--- src/rtl/pipe_trace_tx.sv ---
`timescale 1ns/1ps
// Trace transmitter: buffers (PC, write-back) pairs and sends each as a 9-byte UART 8N1 frame on Tx.
// Latency: a push into an empty FIFO with the sequencer idle pops on the next edge, and Tx falls there.
// Backpressure: none upstream; a push into a full FIFO without a same-edge pop is dropped and sets Overflow.
module pipe_trace_tx #(
    parameter int DEPTH        = 8,
    parameter int CLKS_PER_BIT = 4
) (
    input  logic                     Clk,
    input  logic                     Clrn,
    input  logic                     Trace_Valid,
    input  logic [31:0]              Trace_PC,
    input  logic [31:0]              Trace_Data,
    input  logic                     Ovf_Clr,
    output logic                     Tx,
    output logic                     Busy,
    output logic                     Overflow,
    output logic [$clog2(DEPTH):0]   Fifo_Count
);

    localparam int AW = $clog2(DEPTH);
    localparam int CW = $clog2(CLKS_PER_BIT);

    typedef enum logic [1:0] {S_IDLE, S_START, S_DATA, S_STOP} state_t;

    logic [63:0]   mem_q [DEPTH];
    logic [AW-1:0] wr_ptr_q, wr_ptr_d, rd_ptr_q, rd_ptr_d;
    logic [AW:0]   count_q, count_d;
    state_t        state_q, state_d;
    logic [3:0]    byte_q, byte_d;
    logic [2:0]    bit_q, bit_d;
    logic [CW-1:0] baud_q, baud_d;
    logic [63:0]   frame_q, frame_d;
    logic          tx_q, tx_d;
    logic          ovf_q, ovf_d;

    logic          baud_end, last_stop, fifo_full, pop, push, drop;
    logic [7:0]    cur_byte;

    assign baud_end  = (baud_q == CW'(CLKS_PER_BIT - 1));
    assign fifo_full = (count_q == (AW+1)'(DEPTH));
    assign last_stop = (state_q == S_STOP) && baud_end && (byte_q == 4'd8);
    assign pop       = (count_q != '0) && ((state_q == S_IDLE) || last_stop);
    assign push      = Trace_Valid && (!fifo_full || pop);
    assign drop      = Trace_Valid && fifo_full && !pop;

    // Byte 0 is the sync marker; bytes 1..8 walk the frame MSB-first.
    always_comb begin
        cur_byte = 8'hA5;
        case (byte_q)
            4'd1:    cur_byte = frame_q[63:56];
            4'd2:    cur_byte = frame_q[55:48];
            4'd3:    cur_byte = frame_q[47:40];
            4'd4:    cur_byte = frame_q[39:32];
            4'd5:    cur_byte = frame_q[31:24];
            4'd6:    cur_byte = frame_q[23:16];
            4'd7:    cur_byte = frame_q[15:8];
            4'd8:    cur_byte = frame_q[7:0];
            default: cur_byte = 8'hA5;
        endcase
    end

    always_comb begin
        wr_ptr_d = push ? wr_ptr_q + AW'(1) : wr_ptr_q;
        rd_ptr_d = pop  ? rd_ptr_q + AW'(1) : rd_ptr_q;
        count_d  = count_q;
        case ({push, pop})
            2'b10:   count_d = count_q + (AW+1)'(1);
            2'b01:   count_d = count_q - (AW+1)'(1);
            default: count_d = count_q;
        endcase
        // A drop on the same edge as a clear must leave the flag set.
        ovf_d = drop ? 1'b1 : (Ovf_Clr ? 1'b0 : ovf_q);
    end

    always_comb begin
        state_d = state_q;
        byte_d  = byte_q;
        bit_d   = bit_q;
        baud_d  = baud_q;
        frame_d = frame_q;
        tx_d    = tx_q;
        case (state_q)
            S_IDLE: begin
                if (pop) begin
                    state_d = S_START;
                    byte_d  = 4'd0;
                    baud_d  = '0;
                    frame_d = mem_q[rd_ptr_q];
                    tx_d    = 1'b0;
                end
            end
            S_START: begin
                if (baud_end) begin
                    state_d = S_DATA;
                    baud_d  = '0;
                    bit_d   = 3'd0;
                    tx_d    = cur_byte[0];
                end else begin
                    baud_d = baud_q + CW'(1);
                end
            end
            S_DATA: begin
                if (baud_end) begin
                    baud_d = '0;
                    if (bit_q == 3'd7) begin
                        state_d = S_STOP;
                        tx_d    = 1'b1;
                    end else begin
                        bit_d = bit_q + 3'd1;
                        tx_d  = cur_byte[bit_q + 3'd1];
                    end
                end else begin
                    baud_d = baud_q + CW'(1);
                end
            end
            S_STOP: begin
                if (baud_end) begin
                    baud_d = '0;
                    if (byte_q != 4'd8) begin
                        state_d = S_START;
                        byte_d  = byte_q + 4'd1;
                        tx_d    = 1'b0;
                    end else if (pop) begin
                        state_d = S_START;
                        byte_d  = 4'd0;
                        frame_d = mem_q[rd_ptr_q];
                        tx_d    = 1'b0;
                    end else begin
                        state_d = S_IDLE;
                        tx_d    = 1'b1;
                    end
                end else begin
                    baud_d = baud_q + CW'(1);
                end
            end
            default: begin
                state_d = S_IDLE;
                tx_d    = 1'b1;
            end
        endcase
    end

    // Storage is not reset; clearing the pointers and count discards it.
    always_ff @(posedge Clk) begin
        if (push) begin
            mem_q[wr_ptr_q] <= {Trace_PC, Trace_Data};
        end
    end

    always_ff @(posedge Clk or negedge Clrn) begin
        if (!Clrn) begin
            wr_ptr_q <= '0;
            rd_ptr_q <= '0;
            count_q  <= '0;
            state_q  <= S_IDLE;
            byte_q   <= 4'd0;
            bit_q    <= 3'd0;
            baud_q   <= '0;
            frame_q  <= '0;
            tx_q     <= 1'b1;
            ovf_q    <= 1'b0;
        end else begin
            wr_ptr_q <= wr_ptr_d;
            rd_ptr_q <= rd_ptr_d;
            count_q  <= count_d;
            state_q  <= state_d;
            byte_q   <= byte_d;
            bit_q    <= bit_d;
            baud_q   <= baud_d;
            frame_q  <= frame_d;
            tx_q     <= tx_d;
            ovf_q    <= ovf_d;
        end
    end

    assign Tx         = tx_q;
    assign Busy       = (state_q != S_IDLE);
    assign Overflow   = ovf_q;
    assign Fifo_Count = count_q;

endmodule

--- config.mk ---
export PLATFORM = sky130hd
export DESIGN_NAME = pipe_trace_tx
export DESIGN_NICKNAME = d
export VERILOG_FILES = /design/src/rtl/pipe_trace_tx.sv
export SDC_FILE = /design/constraint.sdc
export NUM_CORES = 1
export LEC_CHECK = 0
export ABC_CLOCK_PERIOD_IN_PS = 9040
export CORE_ASPECT_RATIO = 1.4
export CORE_MARGIN = 2
export CORE_UTILIZATION = 45
export CTS_BUF_LIST = sky130_fd_sc_hd__clkbuf_8
export CTS_CLUSTER_SIZE = 40
export DETAILED_ROUTE_END_ITERATION = 8
export GPL_TIMING_DRIVEN = 0
export SYNTH_ARGS = -nofsm -noshare
export SYNTH_HDL_FRONTEND = slang
export SYNTH_SLANG_ARGS = --single-unit
--- constraint.sdc ---
create_clock -name Clk -period 9.04 [get_ports Clk]
set_clock_uncertainty 0.1 [all_clocks]
set_input_delay 2.26 -clock Clk [delete_from_list [all_inputs] [get_ports Clk]]
set_output_delay 2.26 -clock Clk [all_outputs]
set_load 0.01 [all_outputs]
==> run_results.csv <==
group,metric,value,unit
die,core,51300,sq um
power,p_switching,0.00156,W
sta,relSlewSlack,0.382,
status,status,"finished, final reports clean",
place,io_buffers,74,
clock_tree,root_buffer,"clkbuf_8",
drt,routed_wl,51000,microns
die,num_rows,98,
cells_and_area,multi_input_area,5530,sq um
drt,vias_per_cell,5.61,
synthesis,ys.flop_type,"edfxtp_1",
clock_tree,htreeDepth,3,
power,p_leak,9.16,nW
sta,drv_slew,0,
power,worst_ir_drop_vdd,91.3,uV
global_routing,grt_overflow,0,
sta,setup_viol,0,
setup_path,cpMostUsedCell,"inv_1",
die,ios,75,
synthesis,synth_cells,1188,
power,powerDensity,234,nW/um^2
clock_tree,clock-sinks,599,
synthesis,synthTopCellsByCount,"512 x edfxtp_1, 128 x mux4_2, 86 x dfrtp_1",
synthesis,synth.avg_cell_area,19.7,sq um
global_routing,first_global_vias,12500,
power,switching_share,0.244,
worst_hold_path,hp-class,"flop to flop",
clock_tree,clk_path_buf_depth,3,
drt,first_pass_iters,7,
die,dieHeight,274,microns
power,p_int,0.00484,W
clock_tree,path_clk_slew,70,ps
cells_and_area,fin_util,0.534,
die,initial_core_util,0.456,
clock_tree,cts_resized,0,
synthesis,async_flop_share,0.145,
drt,ant_nets,0,
place,dp.cells,1945,
global_routing,antenna_found_initial,1,
sta,worst_slew_pin_slew,928,ps
sta,hold_viol,0,
synthesis,synth_area_leaders,"edfxtp_1 66%, mux4_2 12%, dfrtp_1 9.2%, mux2i_1 3.1%, a21oi_1 1.7%",
place,hpwl,33600,microns
setup_path,end_kind,"output port",
clock_tree,post-cts-setup-buffers,0,
setup_path,cp_slowest_stage_delay,500,ps
setup_path,path_cells,"inv_1 -> ha_1 -> clkbuf_1 -> inv_1 -> clkdlybuf4s50_1",
cells_and_area,instances_no_fill,2115,
sta,fmax,212,MHz
drt,num_vias,11900,
synthesis,ys_seq_elements,599,
synthesis,syn_nets,1273,
synthesis,yosys_warnings,0,
die,die_area,53800,sq um
synthesis,synth_top_area_frac,0.658,
power,seqPwrFrac,0.547,
die,die_w,197,microns
setup_path,crit_path_top_delay_cell,"clkdlybuf4s50_1",
clock_tree,clk_latency,690,ps
setup_path,crit_arrival,2370,ps
power,combinationalPowerShare,0.113,
cells_and_area,syn2layout_area_growth,17.1,%
synthesis,ys_types,55,
setup_path,path_delay_family,"buffers and inverters",
sta,fin_tns_setup,0,ps
power,power,0.00640,W
setup_path,crit_required,6680,ps
cells_and_area,design_area,27400,sq um
global_routing,grt_util_all_layers,0.196,
power,p_clk_frac,0.339,
sta,rsz0062_at_grt,"false",
setup_path,worst-path-buf-inv,4,
setup_path,critPathMaxFanout,8,
cells_and_area,regArea,17600,sq um
drt,drc_errors,0,
synthesis,yosysSeqAreaShare,0.751,
synthesis,synth_enable_flop_cells,512,
sta,fin_crit_sh,0.523,
synthesis,yosysMostFrequentCell,"edfxtp_1",
setup_path,crit_path_start_kind,"flop",
cells_and_area,final_nets,1473,
sta,period_minus_slack,4730,ps
drt,wl_per_cell,24.1,microns
cells_and_area,drive_gt1_frac,0.232,
drt,drt_first_iter_violations,871,
global_routing,grt_pass1_wl,77300,microns
clock_tree,cts.hold.buffers_added,0,
synthesis,synth_top_cell_by_area,"edfxtp_1",
global_routing,grt_max_degree,48,
synthesis,synthesis.area,23400,sq um
place,gp_congestion,0.882,
flow_run,maxCapViolCount,0,
cells_and_area,nFillCells,4069,
clock_tree,numCtsBuffers,91,
clock_tree,cts_tree,"yes",
setup_path,critical_path_class,"flop to output port",
place,placed_area,25600,sq um
## final timing paths
kind | slack [ps] | to | from | cells after the start
setup / recovery | 4310 | Busy | state_q[0]$_DFFE_PN0P_ | 5
hold / removal | 440 | Overflow$_DFFE_PN0P_ | Overflow$_DFFE_PN0P_ | 2
setup reg to reg | 5440 | mem_q[0][32]$_DFFE_PP_ | byte_q[0]$_DFFE_PN0P_ | 11
hold reg to reg | 440 | Overflow$_DFFE_PN0P_ | Overflow$_DFFE_PN0P_ | 2
max in group asynchronous | 6650 | Tx$_DFFE_PN1P_ | Clrn | 2
min in group asynchronous | 1480 | Fifo_Count[2]$_DFFE_PN0P_ | Clrn | 1
## flip-flops by register name, indices dropped and copies added (netlist names)
register / count
Fifo_Count: 4
Overflow: 1
Tx: 1
baud_q: 2
bit_q: 3
byte_q: 4
frame_q: 64
mem_q: 512
rd_ptr_q: 3
state_q: 2
wr_ptr_q: 3
## layout make-up
type	instances	area share
Timing Repair Buffer	107	0.0487
Tap cell	650	0.0297
Buffer	63	0.0107
Multi-Input combinational cell	511	0.202
Clock buffer	100	0.0503
Antenna cell	1	0.0000914
Clock inverter	69	0.0149
Sequential cell	599	0.641
Inverter	15	0.00206
## through the flow
stage               worst slack, ps  hold WS (ps)
floorplan                      1340           373
global placement              -4080           394
detailed placement             4060           420
CTS                            4210           439
global route                   4150           456
finish                         4310           435
## cells by family after synthesis
family          after synthesis  synth area share
flops                       599             0.751
mux                         205             0.157
compound gates              145            0.0394
simple gates                137            0.0261
buf+inv                      78            0.0149
fa+ha+maj                    17           0.00942
xor+xnor                      7           0.00262
## cells in the final DEF (no fill, tap or decap), types with 5 or more instances in the layout
cell and count:
a21oi_1 81, a221oi_1 5, a22o_1 9, a22oi_1 10, buf_12 9, buf_16 8
buf_2 32, buf_4 5, buf_6 12, clkbuf_1 23, clkbuf_8 100, clkdlybuf4s50_1 73
clkinv_1 23, clkinv_2 9, dfrtp_1 86, edfxtp_1 512, ha_1 16, inv_1 41
mux2i_1 72, mux4_2 128, nand2_1 19, nand2b_1 7, nand3_1 11, nor2_1 73
nor2_4 6, o21ai_0 14
## power groups by stage
stage | registers (W) | logic (W) | clock network [W]
final | 0.00351 | 0.000726 | 0.00217
after global routing | 0.00353 | 0.000782 | 0.00234
after CTS | 0.00351 | 0.000745 | 0.00223
after detailed placement | 0.00357 | 0.000742 | 0
after global placement | 0.00363 | 0.000588 | 0
after floorplan | 0.00357 | 0.000332 | 0
## tightest hold or removal path: stages (launching register included)
cell and delay [ps]:
dfrtp_1 380, inv_1 50, o22ai_1 70
## metal layers
metal / global-route usage / vias up / wire [microns]
met5: 0 / - / 0
met4: 0.0722 / 0 / 1260
met3: 0.0301 / 88 / 2290
met2: 0.335 / 321 / 26200
met1: 0.258 / 6215 / 21200
li1: - / 5238 / -
Power figures use the tool's default switching activity.
